[src/rtl/dmem_arb_pkg.sv]
// Shared types and constants for the data-memory arbiter.
// Requester ids double as the grant bit index.
package dmem_arb_pkg;

  typedef enum logic [1:0] {
    IDLE,
    ACCESS,
    RESP
  } state_e;

  localparam logic REQ_A = 1'b0;
  localparam logic REQ_B = 1'b1;

  localparam int DEPTH_DEF = 32;

endpackage

[src/rtl/rr_arbiter2.sv]
// Two-way round-robin picker with its last-winner register.
// On contention the requester that did not win last time is picked.
module rr_arbiter2
  import dmem_arb_pkg::*;
(
  input  logic       clk,
  input  logic       rst,
  input  logic [1:0] req_i,
  input  logic       en_i,
  output logic [1:0] gnt_o
);

  logic last_q;
  logic last_d;

  always_comb begin
    gnt_o  = req_i;
    last_d = last_q;
    if (req_i == 2'b11) begin
      gnt_o = (last_q == REQ_B) ? 2'b01 : 2'b10;
    end
    if (en_i && (|req_i)) begin
      last_d = gnt_o[1];
    end
  end

  always_ff @(posedge clk) begin
    if (rst) begin
      last_q <= REQ_B;
    end else begin
      last_q <= last_d;
    end
  end

endmodule

[src/rtl/dmem_arbiter.sv]
// Shares one data-memory port between the core LSU (A) and debug loader (B).
// Grant in IDLE, memory access in ACCESS, registered response in RESP.
module dmem_arbiter
  import dmem_arb_pkg::*;
#(
  parameter int ADDR_WIDTH = 32,
  parameter int DATA_WIDTH = 32,
  parameter int DEPTH      = DEPTH_DEF
) (
  input  logic                  clk,
  input  logic                  rst,
  input  logic                  a_req,
  input  logic                  a_we,
  input  logic [ADDR_WIDTH-1:0] a_addr,
  input  logic [DATA_WIDTH-1:0] a_wdata,
  output logic                  a_gnt,
  output logic                  a_rvalid,
  output logic [DATA_WIDTH-1:0] a_rdata,
  output logic                  a_err,
  input  logic                  b_req,
  input  logic                  b_we,
  input  logic [ADDR_WIDTH-1:0] b_addr,
  input  logic [DATA_WIDTH-1:0] b_wdata,
  output logic                  b_gnt,
  output logic                  b_rvalid,
  output logic [DATA_WIDTH-1:0] b_rdata,
  output logic                  b_err,
  output logic                  mem_write,
  output logic                  mem_read,
  output logic [ADDR_WIDTH-1:0] mem_addr,
  output logic [DATA_WIDTH-1:0] mem_wdata,
  input  logic [DATA_WIDTH-1:0] mem_rdata
);

  localparam logic [ADDR_WIDTH-1:0] LIMIT = ADDR_WIDTH'(DEPTH);

  state_e                state_q, state_d;
  logic                  we_q, id_q;
  logic [ADDR_WIDTH-1:0] addr_q;
  logic [DATA_WIDTH-1:0] wdata_q;
  logic [DATA_WIDTH-1:0] a_rdata_q, b_rdata_q;
  logic                  a_err_q, b_err_q;

  logic                  take;
  logic [1:0]            pick;
  logic                  in_range;
  logic [DATA_WIDTH-1:0] rd;

  assign take     = (state_q == IDLE) && !rst;
  assign in_range = addr_q < LIMIT;
  assign rd       = (!we_q && in_range) ? mem_rdata : '0;

  rr_arbiter2 u_rr (
    .clk   (clk),
    .rst   (rst),
    .req_i ({b_req, a_req}),
    .en_i  (take),
    .gnt_o (pick)
  );

  always_comb begin
    state_d   = state_q;
    a_gnt     = 1'b0;
    b_gnt     = 1'b0;
    a_rvalid  = 1'b0;
    b_rvalid  = 1'b0;
    mem_write = 1'b0;
    mem_read  = 1'b0;
    mem_addr  = '0;
    mem_wdata = '0;
    unique case (state_q)
      IDLE: begin
        if (|pick) begin
          a_gnt   = pick[0] & ~rst;
          b_gnt   = pick[1] & ~rst;
          state_d = ACCESS;
        end
      end
      ACCESS: begin
        mem_addr  = addr_q;
        mem_wdata = wdata_q;
        mem_write = we_q & in_range & ~rst;
        mem_read  = ~we_q & in_range;
        state_d   = RESP;
      end
      RESP: begin
        // in-range stores complete silently
        a_rvalid = ~rst & (id_q == REQ_A) & (~we_q | ~in_range);
        b_rvalid = ~rst & (id_q == REQ_B) & (~we_q | ~in_range);
        state_d  = IDLE;
      end
      default: state_d = IDLE;
    endcase
  end

  always_ff @(posedge clk) begin
    if (rst) begin
      state_q   <= IDLE;
      we_q      <= 1'b0;
      id_q      <= REQ_A;
      addr_q    <= '0;
      wdata_q   <= '0;
      a_rdata_q <= '0;
      b_rdata_q <= '0;
      a_err_q   <= 1'b0;
      b_err_q   <= 1'b0;
    end else begin
      state_q <= state_d;
      if (take && (|pick)) begin
        id_q    <= pick[1];
        we_q    <= pick[1] ? b_we : a_we;
        addr_q  <= pick[1] ? b_addr : a_addr;
        wdata_q <= pick[1] ? b_wdata : a_wdata;
      end
      if (state_q == ACCESS) begin
        if (id_q == REQ_A) begin
          a_rdata_q <= rd;
          a_err_q   <= ~in_range;
        end else begin
          b_rdata_q <= rd;
          b_err_q   <= ~in_range;
        end
      end
    end
  end

  assign a_rdata = a_rdata_q;
  assign b_rdata = b_rdata_q;
  assign a_err   = a_err_q;
  assign b_err   = b_err_q;

endmodule

[config.mk]
export PLATFORM = sky130hd
export DESIGN_NAME = dmem_arbiter
export DESIGN_NICKNAME = d
export VERILOG_FILES = /design/src/rtl/dmem_arb_pkg.sv /design/src/rtl/rr_arbiter2.sv /design/src/rtl/dmem_arbiter.sv
export SDC_FILE = /design/constraint.sdc
export NUM_CORES = 1
export LEC_CHECK = 0
export ABC_CLOCK_PERIOD_IN_PS = 4500
export BUFFER_PORTS_ARGS = -buffer_cell sky130_fd_sc_hd__buf_2
export CORE_ASPECT_RATIO = 1.4
export CORE_MARGIN = 2
export CORE_UTILIZATION = 35
export CTS_CLUSTER_DIAMETER = 30
export DETAILED_ROUTE_END_ITERATION = 10
export SETUP_SLACK_MARGIN = 0.1
export SLEW_MARGIN = 15
export SYNTH_ARGS = -nofsm -noshare
export SYNTH_HDL_FRONTEND = slang
export SYNTH_SLANG_ARGS = --single-unit
export TNS_END_PERCENT = 10
[constraint.sdc]
create_clock -name clk -period 4.5 [get_ports clk]
set_input_delay 0.45 -clock clk [delete_from_list [all_inputs] [get_ports clk]]
set_output_delay 0.45 -clock clk [all_outputs]
set_load 0.02 [all_outputs]
==> impl_results.md <==
* Avg Cell Area, Syn at 8.71 um^2
* Placed cells at 1108
* Setup violators final at 0
* Post-Route WL at 17.1 mm
* CTS Buf Count at 17
* Hold WC Path Type: input pin to flip-flop
* Min cycle time layout at 2.53 ns
* Max-cap check violation count at 0
* Hold path cells at 3
* Net Sw Power at 0.000825 W
* First drt pass iteration count at 5
* Sinks on Clock Net at 135
* CTS max path bufs at 2
* Hold Crit Start: mem_rdata[2]
* Post-Syn Nets at 815
* Post-DP HPWL at 12.4 mm
* Root Buffer: clkbuf_16
* Area grow syn2layout at 39.1%
* Req. time, crit path at 4.05 ns
* Outcome: finished clean
* Site Rows at 55
* Clock power frac at 44.6%
* Unrepaired setup endpoints after global routing: false
* WHS Endpoint: a_rdata[2]$_SDFFE_PP0P_
* CP Capture Type: primary output
* CP Launch Type: flip-flop
* Power Density at 392 nW/um^2
* Die area at 17200 um^2
* Antenna-violating nets left at 0
* Syn. warnings at 0
* Fin Hold WS at 0.301 ns
* Reg power frac at 42.0%
* CTS resizes at 0
* Via count at 5433
* Final Non-Filler Cells at 1142
* Slew Limit Fails at 0
* Die width at 111 um
* Worst-path maximum fanout at 4
* Yosys cell types at 27
* Slew HR at 44.0%
* Synthesized instance count at 649
* Seq/Total Area, Yosys at 47.8%
* # IOs at 302
* Setup crit start: addr_q[7]$_SDFFE_PP0P_
* LEAKAGE at 3.71 nW
* Capturing point of the worst reg2reg path: wdata_q[21]$_SDFFE_PP0P_
* Cell area after synthesis at 5650 um^2
* Cell-internal power at 0.00225 W
* Post-CTS setup buffers at 0
* Vias in the first global route at 5205
* Final Hold Violating Endpoints at 0
* Crit path DAT at 2.08 ns
* Htree depth at 4
* Worst-margin pin slew at 0.839 ns
* Iteration-0 DRC Markers at 316
* # DRC at 0
* Setup CP Type: flip-flop to primary output
* Initial antenna violation count at 2
* R2r setup slk at 2.10 ns
* Skew-Pair Late Insertion Delay at 0.41 ns
* Combinational Power Share at 13.4%
* Max Fclk at 0.396 GHz
* Clock transition at the registers of the reported paths at 0.06 ns
* Floorplan Core Area at 16000 um^2
* Period utilization at 56.2%
* Number of port buffers at 301
* Initial core utilization at 35.4%
* Via/cell ratio at 4.76
* Maximum VDD drop at 213 uV
* Die H at 154 um
* Ratio of cells with drive above 1 in the final layout at 37.0%
* Fin nets at 1094
* Flops & latches, synth at 135
* CTS tree: built
* Pin count of the biggest net entering global routing at 73
* Global-route wire length before repair at 27.0 mm
* Setup Skew at 0.0104 ns
* # hold bufs at CTS at 0
* Sw frac at 26.8%
* Setup TNS Final at 0 ns
* RR Startpoint: state_q[1]$_SDFFE_PP0P_
* WL/cell at 15.0 um
* Overflow after GRT at 0
* R2R depth at 6
* Global placement routability congestion at 0.782
* Total GRT Usage at 19.6%
[metrics by stage]
step           instance area [um^2]  setup WS, ns  util, %  power [W]
3_3_place_gp                   7270          2.01     45.6    0.00173
6_report                       7860          1.97     49.2    0.00308
5_1_grt                        7860          1.77     49.2    0.00322
4_1_cts                        7850          1.92     49.2    0.00312
3_5_place_dp                   7270          1.96     45.6    0.00174
2_1_floorplan                  5650          2.53        -    0.00157
[Yosys cell counts]
cell type  count  area share [%]
inv_1          2            0.13
nand4_1        1            0.11
dfxtp_1      135              48
nand2_1       98             6.5
mux2i_1       65              12
nor2_1        71             4.7
a21boi_1       1            0.13
nor2b_1        1            0.11
a21oi_1        3            0.27
o21ai_0        1           0.088
and3_1         3            0.33
o21ai_1       65             5.8
a211oi_1      65             8.6
nor3_1         4            0.35
buf_2         13             1.2
nor3b_1        2            0.27
buf_4          2            0.27
and2_1        66             7.3
buf_6          3            0.60
nand3_1        1           0.088
clkbuf_1      33             2.2
o211a_1        1            0.18
nand2b_1       3            0.33
or3_1          1            0.11
or4_4          1            0.20
inv_2          1           0.066
nor4_1         7            0.77
[worst max-delay path: stages (launching register included)]
cell and delay, ns:
dfxtp_1 0.32, nor4_1 0.37, nand4_1 0.25, nor3_1 0.37, and2_1 0.18, buf_2 0.17
[power by group through the flow]
stage / clock network, W / registers (W) / logic (W)
finish: 0.00137 / 0.00129 / 0.000414
global route: 0.00145 / 0.00130 / 0.000462
detailed placement: 0 / 0.00132 / 0.000420
CTS: 0.00141 / 0.00129 / 0.000421
floorplan: 0 / 0.00131 / 0.000265
global placement: 0 / 0.00132 / 0.000417
[how the worst max path moves through the flow]
stage                                     endpoint  slack (ns)
final                                    mem_write        1.97
after CTS                                mem_write        1.92
after global routing       wdata_q[2]$_SDFFE_PP0P_        1.77
after global placement    wdata_q[22]$_SDFFE_PP0P_        2.01
after floorplan                           b_rvalid        2.53
after detailed placement  wdata_q[21]$_SDFFE_PP0P_        1.96
[cell usage in the layout (no fill, tap or decap), types with 4 or more instances in the layout]
cell        instances
a211oi_1           65
and2_1             66
buf_2             301
buf_4              10
clkbuf_16          17
clkinvlp_4          4
dfxtp_1           135
mux2i_1            65
nand2_1            98
nor2_1             69
nor3_1              4
nor4_1              7
o21ai_1            65
[registers in the layout, indices dropped and copies added, names as in the netlist]
register	flops
b_err	1
a_rdata	32
a_err	1
id_q	1
b_rdata	32
addr_q	32
u_rr.last_q	1
we_q	1
state_q	2
wdata_q	32
[final cells by class]
type | count | area, um^2
Clock inverter | 13 | 148
Multi-Input combinational cell | 460 | 2730
Sequential cell | 135 | 2700
Clock buffer | 19 | 433
Tap cell | 199 | 249
Inverter | 3 | 12.5
Timing Repair Buffer | 311 | 1580
Antenna cell | 2 | 5.00
Fill cell | 1686 | 8110
[per-layer routing]
metal	up-vias	part of all wire, %	global-route usage, %
li1	2794	-	-
met1	2411	42	23.4
met2	214	49	33.9
met3	14	7.0	5.64
met4	0	1.3	6.35
met5	-	0	0
[cell families after synthesis]
family	count (synthesis)	synth area share [%]
and+or+nand+nor	259	21.2
AOI/OAI and AO/OA	136	15.1
DFF	135	47.8
muxes	65	11.5
buffers and inverters	54	4.41
Note: power is estimated with default switching activity, not from simulation.
